===== src/rtl/conv_piso_pkg.sv =====
// Shared defaults and frame-check helpers for the wake-word parallel-to-serial converter.
package conv_piso_pkg;

    localparam int BW_DEFAULT         = 8;
    localparam int COLUMN_LEN_DEFAULT = 8;
    localparam int FRAME_LEN_DEFAULT  = 50;

    typedef enum logic [1:0] {
        FRAME_CONTINUE,
        FRAME_CLOSE,
        FRAME_ERROR
    } frame_evt_e;

    // A frame closes cleanly only when last arrives exactly on the final column slot.
    function automatic frame_evt_e frame_event(input logic last, input logic at_end);
        if (last) begin
            return at_end ? FRAME_CLOSE : FRAME_ERROR;
        end
        if (at_end) begin
            return FRAME_ERROR;
        end
        return FRAME_CONTINUE;
    endfunction

endpackage


===== src/rtl/conv_piso_buf.sv =====
// Two-entry ping-pong column buffer; the write slot is free exactly when its full flag is clear.
module conv_piso_buf #(
    parameter int W = 64
) (
    input  logic         clk_i,
    input  logic         rst_i,
    input  logic         wr_valid_i,
    input  logic [W-1:0] wr_data_i,
    input  logic         wr_last_i,
    output logic         wr_ready_o,
    output logic         rd_valid_o,
    output logic [W-1:0] rd_data_o,
    output logic         rd_last_o,
    input  logic         rd_release_i
);

    logic [1:0]        full_q, full_d;
    logic [1:0]        last_q, last_d;
    logic [1:0][W-1:0] data_q, data_d;
    logic              wr_ptr_q, wr_ptr_d;
    logic              rd_ptr_q, rd_ptr_d;
    logic              wr_en;
    logic              rd_en;

    assign wr_ready_o = !full_q[wr_ptr_q];
    assign wr_en      = wr_valid_i && wr_ready_o;
    assign rd_valid_o = full_q[rd_ptr_q];
    assign rd_en      = rd_release_i && rd_valid_o;
    assign rd_data_o  = data_q[rd_ptr_q];
    assign rd_last_o  = last_q[rd_ptr_q];

    // Write and release always hit different entries, so both may land in one cycle.
    always_comb begin
        full_d   = full_q;
        last_d   = last_q;
        data_d   = data_q;
        wr_ptr_d = wr_ptr_q;
        rd_ptr_d = rd_ptr_q;
        if (wr_en) begin
            data_d[wr_ptr_q] = wr_data_i;
            last_d[wr_ptr_q] = wr_last_i;
            full_d[wr_ptr_q] = 1'b1;
            wr_ptr_d         = !wr_ptr_q;
        end
        if (rd_en) begin
            full_d[rd_ptr_q] = 1'b0;
            rd_ptr_d         = !rd_ptr_q;
        end
    end

    always_ff @(posedge clk_i or posedge rst_i) begin
        if (rst_i) begin
            full_q   <= '0;
            last_q   <= '0;
            data_q   <= '0;
            wr_ptr_q <= 1'b0;
            rd_ptr_q <= 1'b0;
        end else begin
            full_q   <= full_d;
            last_q   <= last_d;
            data_q   <= data_d;
            wr_ptr_q <= wr_ptr_d;
            rd_ptr_q <= rd_ptr_d;
        end
    end

endmodule


===== src/rtl/conv_piso.sv =====
// Column-in, element-out converter: replays each buffered column one signed element per cycle
// and checks that frames carry exactly FRAME_LEN columns.
module conv_piso
    import conv_piso_pkg::*;
#(
    parameter int BW         = BW_DEFAULT,
    parameter int COLUMN_LEN = COLUMN_LEN_DEFAULT,
    parameter int FRAME_LEN  = FRAME_LEN_DEFAULT
) (
    input  logic                     clk_i,
    input  logic                     rst_i,
    input  logic [COLUMN_LEN*BW-1:0] data_i,
    input  logic                     valid_i,
    input  logic                     last_i,
    output logic                     ready_o,
    output logic [BW-1:0]            data_o,
    output logic                     valid_o,
    output logic                     last_o,
    input  logic                     ready_i,
    output logic                     frame_err_o
);

    localparam int EW = (COLUMN_LEN > 1) ? $clog2(COLUMN_LEN) : 1;
    localparam int CW = (FRAME_LEN > 1) ? $clog2(FRAME_LEN) : 1;

    logic [COLUMN_LEN*BW-1:0] col_data;
    logic                     col_last;
    logic                     accept;
    logic                     xfer;
    logic                     elem_last;
    logic                     release_col;
    logic [EW-1:0]            elem_cnt_q, elem_cnt_d;
    logic [CW-1:0]            col_cnt_q, col_cnt_d;
    logic                     frame_err_q, frame_err_d;
    frame_evt_e               evt;

    conv_piso_buf #(
        .W(COLUMN_LEN*BW)
    ) u_buf (
        .clk_i        (clk_i),
        .rst_i        (rst_i),
        .wr_valid_i   (valid_i),
        .wr_data_i    (data_i),
        .wr_last_i    (last_i),
        .wr_ready_o   (ready_o),
        .rd_valid_o   (valid_o),
        .rd_data_o    (col_data),
        .rd_last_o    (col_last),
        .rd_release_i (release_col)
    );

    assign accept      = valid_i && ready_o;
    assign xfer        = valid_o && ready_i;
    assign elem_last   = (elem_cnt_q == EW'(COLUMN_LEN - 1));
    assign release_col = xfer && elem_last;
    assign last_o      = valid_o && col_last && elem_last;
    assign frame_err_o = frame_err_q;

    always_comb begin
        data_o = '0;
        for (int k = 0; k < COLUMN_LEN; k++) begin
            if (elem_cnt_q == EW'(k)) begin
                data_o = col_data[k*BW +: BW];
            end
        end
    end

    always_comb begin
        elem_cnt_d = elem_cnt_q;
        if (xfer) begin
            elem_cnt_d = elem_last ? '0 : elem_cnt_q + EW'(1);
        end
    end

    // Malformed frames resynchronise the column count at the offending accept.
    always_comb begin
        col_cnt_d   = col_cnt_q;
        frame_err_d = 1'b0;
        evt         = frame_event(last_i, col_cnt_q == CW'(FRAME_LEN - 1));
        if (accept) begin
            case (evt)
                FRAME_CONTINUE: col_cnt_d = col_cnt_q + CW'(1);
                FRAME_CLOSE:    col_cnt_d = '0;
                FRAME_ERROR: begin
                    col_cnt_d   = '0;
                    frame_err_d = 1'b1;
                end
                default:        col_cnt_d = '0;
            endcase
        end
    end

    always_ff @(posedge clk_i or posedge rst_i) begin
        if (rst_i) begin
            elem_cnt_q  <= '0;
            col_cnt_q   <= '0;
            frame_err_q <= 1'b0;
        end else begin
            elem_cnt_q  <= elem_cnt_d;
            col_cnt_q   <= col_cnt_d;
            frame_err_q <= frame_err_d;
        end
    end

endmodule


===== config.mk =====
export PLATFORM = sky130hd
export DESIGN_NAME = conv_piso
export DESIGN_NICKNAME = d
export VERILOG_FILES = /design/src/rtl/conv_piso_pkg.sv /design/src/rtl/conv_piso_buf.sv /design/src/rtl/conv_piso.sv
export SDC_FILE = /design/constraint.sdc
export NUM_CORES = 1
export LEC_CHECK = 0
export BUFFER_PORTS_ARGS = -buffer_cell sky130_fd_sc_hd__buf_2
export CAP_MARGIN = 30
export CORE_MARGIN = 2
export CORE_UTILIZATION = 30
export CTS_BUF_LIST = sky130_fd_sc_hd__clkbuf_2
export CTS_CLUSTER_DIAMETER = 150
export DETAILED_ROUTE_END_ITERATION = 8
export SYNTH_ARGS = -nofsm -noshare
export SYNTH_HDL_FRONTEND = slang
export SYNTH_HIERARCHICAL = 1
export SYNTH_SLANG_ARGS = --single-unit

===== constraint.sdc =====
create_clock -name clk_i -period 5.3 [get_ports clk_i]
set_clock_uncertainty 0.05 [all_clocks]
set_input_delay 0.53 -clock clk_i [delete_from_list [all_inputs] [get_ports clk_i]]
set_output_delay 0.53 -clock clk_i [all_outputs]
set_load 0.03 [all_outputs]

# After elaboration in Yosys (flattened, before gate mapping)
# Cells that the tools add are included.
# word_totals
word_cells	78
output_inout_bits	12
register_bits	144
in_bits	69
# op_classes
magnitude_cmp	4
bitwise	3
n_reduce_logical	13
n_addsub	2
n_eq_ne	9
muxes	38
# ops
operator	n
$mux W64	3
$bwmux W128	1
$demux W64 S1	1
$mux W8	8
$mux W2	7
$mux W1	13
$eq A3 B3 Y1 const B	4
$logic_and A1 B1 Y1	8
$add A6 B1 Y6 const B	1
$eq A3 B2 Y1 const B	2
$eq A6 B6 Y1 const B	1
$mux W6	1
$lt A1 B2 Y1 const B	2
$add A3 B1 Y3 const B	1
$eq A3 B1 Y1 const B	1
$logic_not A1 Y1	3
$logic_not A3 Y1	1
$mux W3	1
$and A2 B2 Y2	1
$bwmux W2	1
$demux W1 S1	2
$eq A2 B2 Y1 const B	1
$ge A1 B1 Y1 const B	2
$logic_not A2 Y1	1
2 further kinds	2

# Longest topological paths before layout
# logic_depth
word_depth	10
mapped_depth	8

# Cells and area by module
# Netlist, hierarchy kept.
# by_module_without_submodules
module	cells_each	seq_area_each_um2	n_inst	area_each_um2
conv_piso_buf	365	3353.2	1	5806.8
conv_piso	169	250.2	1	1296.2

# Least setup slack after synthesis
# No wires, ideal clock.
# synth_path
path_type	flip-flop to output port
start	reg elem_cnt_q[0]
end	out data_o[0]
required_time_ps	4720
arrival_time_ps	2250
setup_slack_ps	2470
path_stages_with_launch	9
cell_sequence	dfrtp_1 > ha_1 > ha_1 > buf_6 > or2_0 > buf_2 > a221oi_1 > nor4_1 > nor3_1
# synth_via
elab_chain_len	9
elab_cells_between_ends	16
# synth_rtl
item	line_no	source
start: declaration	conv_piso.sv:32	logic [EW-1:0] elem_cnt_q, elem_cnt_d;
start signal: assignment	conv_piso.sv:99	elem_cnt_q <= elem_cnt_d;
$logic_not A3 Y1	conv_piso.sv:62	if (elem_cnt_q == EW'(k)) begin
$mux W8 (7 in a row)	conv_piso.sv:62	
$mux W8 (*)	conv_piso.sv:62	
end: declaration	conv_piso.sv:16	output logic [BW-1:0] data_o,
# Every way passes the cells marked *; elsewhere a longest branch is shown, timed or not.

# Final worst setup path
# layout_path
start	reg elem_cnt_q[2]
end	out data_o[2]
# Same word-level chain as after synthesis.

==> qor.yml <==
outcome:
  status: "finished clean"
die:
  io_pins: 81
  fp.dieH_microns: 157.9
  rows: 56
  dieArea_sq_mm: 0.02492
  die_x_microns: 157.9
  start_util_pct: 30.44
  coreArea_sq_mm: 0.02333
global_route:
  grt_pass1_wl_mm: 26.82
  grt_usage_pct: 14.06
  antenna_found_initial: 1
  grt_max_degree: 70
  grt-ovfl-total: 0
  grt_pass1_vias: 4871
clock_tree:
  cts.htree.levels: 4
  cts_root_buffer: "clkbuf_2"
  clockBufferDepth: 2
  post-cts-setup-buffers: 0
  clkTransAtPathRegs_ns: 0.19
  cts-buffers-inserted: 17
  worstSkewPairLatency_ns: 0.69
  clock-sinks: 144
  ctsResizeCount: 0
  tritoncts: "yes"
hold_path:
  min_path_type: "input port to flip-flop"
power_and_ir_drop:
  powerDensity_mw_per_mm2: 541.6
  intPower_mw: 2.844
  comb_power_share_pct: 46.4
  p_sw_share_pct: 38.84
  p_leak_nw: 3.826
  worst_ir_drop_vdd_v: 0.0002683
  clkPwrFrac_pct: 11.4
  pwr-share-seq_pct: 42.3
  p_sw_mw: 1.806
route:
  firstDrtPassIters: 4
  first_iter_violations: 234
  wl_per_cell_microns: 16.45
  antenna_left: 0
  avgViaCountPerCell: 4.646
  vias: 4669
  totalWireLength_mm: 16.53
  post-route-drc-count: 0
worst_setup_path:
  arrival_ns: 3.62
  cp_data_required_time_ns: 4.72
  end_kind: "primary output"
  crit_type: "flip-flop to primary output"
  crit_fanout: 14
  start_kind: "flip-flop"
timing:
  finalHoldViolCount: 0
  worstMarginPinSlew_ns: 1.013
  setup_tns_ns: 0
  fin_crit_ns: 4.198
  fmax_mhz: 238.2
  maxSlewHeadroom_pct: 32.48
  drv_slew: 0
  worst_slack_ns: 1.102
  grt_setup_unrepaired: "no"
  setup_viol: 0
  post-route-period-util_pct: 79.21
yosys:
  synth_fa_ha_area_share_pct: 1.585
  synth_edf_count: 0
  synth.top_cell.area_share_pct: 50.73
  yosysTopAreaCell: "dfrtp_1"
  synthSimpleGateAreaFrac_pct: 5.179
  syn_inst: 534
  synth-seq-cells: 144
  yosysUniqueCellTypes: 39
  ys_async_sr_fraction_pct: 100.0
  synth_commonest_cells: "144 x dfrtp_1, 119 x mux2_2, 78 x mux2_1"
  synth_xor_area_share_pct: 0
  synth_area_leaders: "dfrtp_1 51%, mux2_2 19%, mux2_1 12%"
  post_synth.cell_area_avg_sq_um: 13.30
  synthMuxAreaShare_pct: 31.51
  synth_warnings: 6
  netlist_area_sq_mm: 0.007103
  synth_top_family_by_area: "multiplexers"
  synth.most_common_cell: "dfrtp_1"
  synth_compound_gate_area_share_pct: 6.341
  synth-seq-area-share_pct: 50.73
  synth_nets: 612
  synth_flop_cell: "dfrtp_1"
cells_and_area:
  diodes: 0
  syn2layout_area_growth_pct: 20.87
  fillers: 2343
  nets: 751
  final_area_sq_mm: 0.008586
  multiInputGateArea_sq_mm: 0.003176
  regArea_sq_mm: 0.003605
  drive_above_1_share_pct: 35.57
job:
  max-cap-violations: 0
place:
  place.gp.congestion: 0.8527
  place_area_sq_mm: 0.007734
  pre_cts_ws_ns: 1.888
  dp_hpwl_mm: 11.63
  portBuffers: 80
[cell families (layout without fill, tap and decap cells)]
group / Yosys count / count (layout)
mux: 199 / 199
flops: 144 / 144
simple gates: 68 / 68
compound gates: 59 / 59
buf+inv: 55 / 207
fa+ha+maj: 9 / 9
[state kept, by name (all words and copies together), names as in the netlist]
name	cells
u_buf/full_q	2
frame_err_o	1
u_buf/wr_ptr_q	1
col_cnt_q	6
elem_cnt_q	3
u_buf/last_q	2
u_buf/data_q	128
u_buf/rd_ptr_q	1
[final timing paths]
| kind | from | to | slack, ns | cells past startpoint |
|---|---|---|---|---|
| setup / recovery | elem_cnt_q[2]$_DFFE_PP0P_ | data_o[2] | 1.10 | 7 |
| hold / removal | ready_i | elem_cnt_q[2]$_DFFE_PP0P_ | 0.16 | 3 |
| setup reg to reg | u_buf/rd_ptr_q$_DFFE_PP0P_ | u_buf/rd_ptr_q$_DFFE_PP0P_ | 2.78 | 5 |
| hold reg to reg | col_cnt_q[5]$_DFFE_PP0P_ | col_cnt_q[5]$_DFFE_PP0P_ | 0.45 | 1 |
| max in group asynchronous | rst_i | u_buf/full_q[1]$_DFF_PP0_ | 3.61 | 5 |
| min in group asynchronous | rst_i | u_buf/data_q[9]$_DFFE_PP0P_ | 0.25 | 3 |
[power groups by stage]
| stage | Sequential, mW | Combinational (mW) | Clock, mW |
|---|---|---|---|
| 2_1_floorplan | 1.84 | 1.75 | 0 |
| 3_3_place_gp | 1.99 | 2.12 | 0 |
| 3_5_place_dp | 2.00 | 2.14 | 0 |
| 4_1_cts | 1.97 | 2.19 | 0.556 |
| 5_1_grt | 2.04 | 2.36 | 0.609 |
| 6_report | 1.96 | 2.16 | 0.528 |
[worst max-delay path: stages, from the launching register on]
cell	delay [ns]
dfrtp_1	0.68
inv_1	0.23
ha_1	0.38
or2_0	0.44
a221oi_1	0.49
nor4_1	0.17
nor3_1	0.30
buf_2	0.25
[stage by stage]
stage	hold slack, ns	utilization [%]	std cells	power (mW)
after detailed placement	0.4208	33.15	906	4.136
after floorplan	0.3202	-	534	3.586
after global routing	0.08308	36.80	1005	5.017
after CTS	0.01974	36.75	1004	4.713
after global placement	0.4158	33.03	905	4.101
final	0.1644	36.80	1005	4.650
[cells in the final DEF, fill, tap and decap left out, types with 3 or more instances in the layout]
master         netlist  routed
nand2_1             16      16
clkbuf_2             0      18
clkinv_2             0       5
o22ai_1              3       3
nor3_1              11      11
nor2_1               7       7
and3_1               5       5
dlygate4sd3_1        0      67
a21oi_1             10      10
a211o_1              3       3
buf_2               15      80
nand2b_1             3       3
a22oi_1              4       4
inv_1               19      18
a32oi_1              3       3
inv_6                0       3
ha_1                 9       9
nor4_1               4       4
buf_4                4       6
nand3_1              3       3
nand3b_1             8       8
mux2_1              78      78
a221oi_2             3       3
a21o_1               7       7
a221o_1              4       4
mux2_2             119     119
a221oi_1             9       9
nor2b_1              6       6
dfrtp_1            144     143
o21ai_0              7       7
[area by class of cell]
type                       instances  area share, %
clock inverter                    14          1.064
sequential                       144          41.98
tap                              319          4.649
multi-input combinational        335          36.99
clock buffer                      18          1.049
timing repair buffer             154          13.32
inverter                          21         0.9472
[layer usage]
metal	wire length [microns]	vias to the layer above	track usage [%]
met3	608	14	3.668
met2	8002	77	22.73
met5	16	-	0
met1	7698	2350	18.81
met4	206	2	3.420
li1	-	2226	-
[repair_timing]
item	4_1_cts	5_1_grt
setup endpoints to repair	0	0
hold buffers	66	1
endpoints found under the hold margin	213	1
No activity file was read; power rests on OpenSTA's default activity.
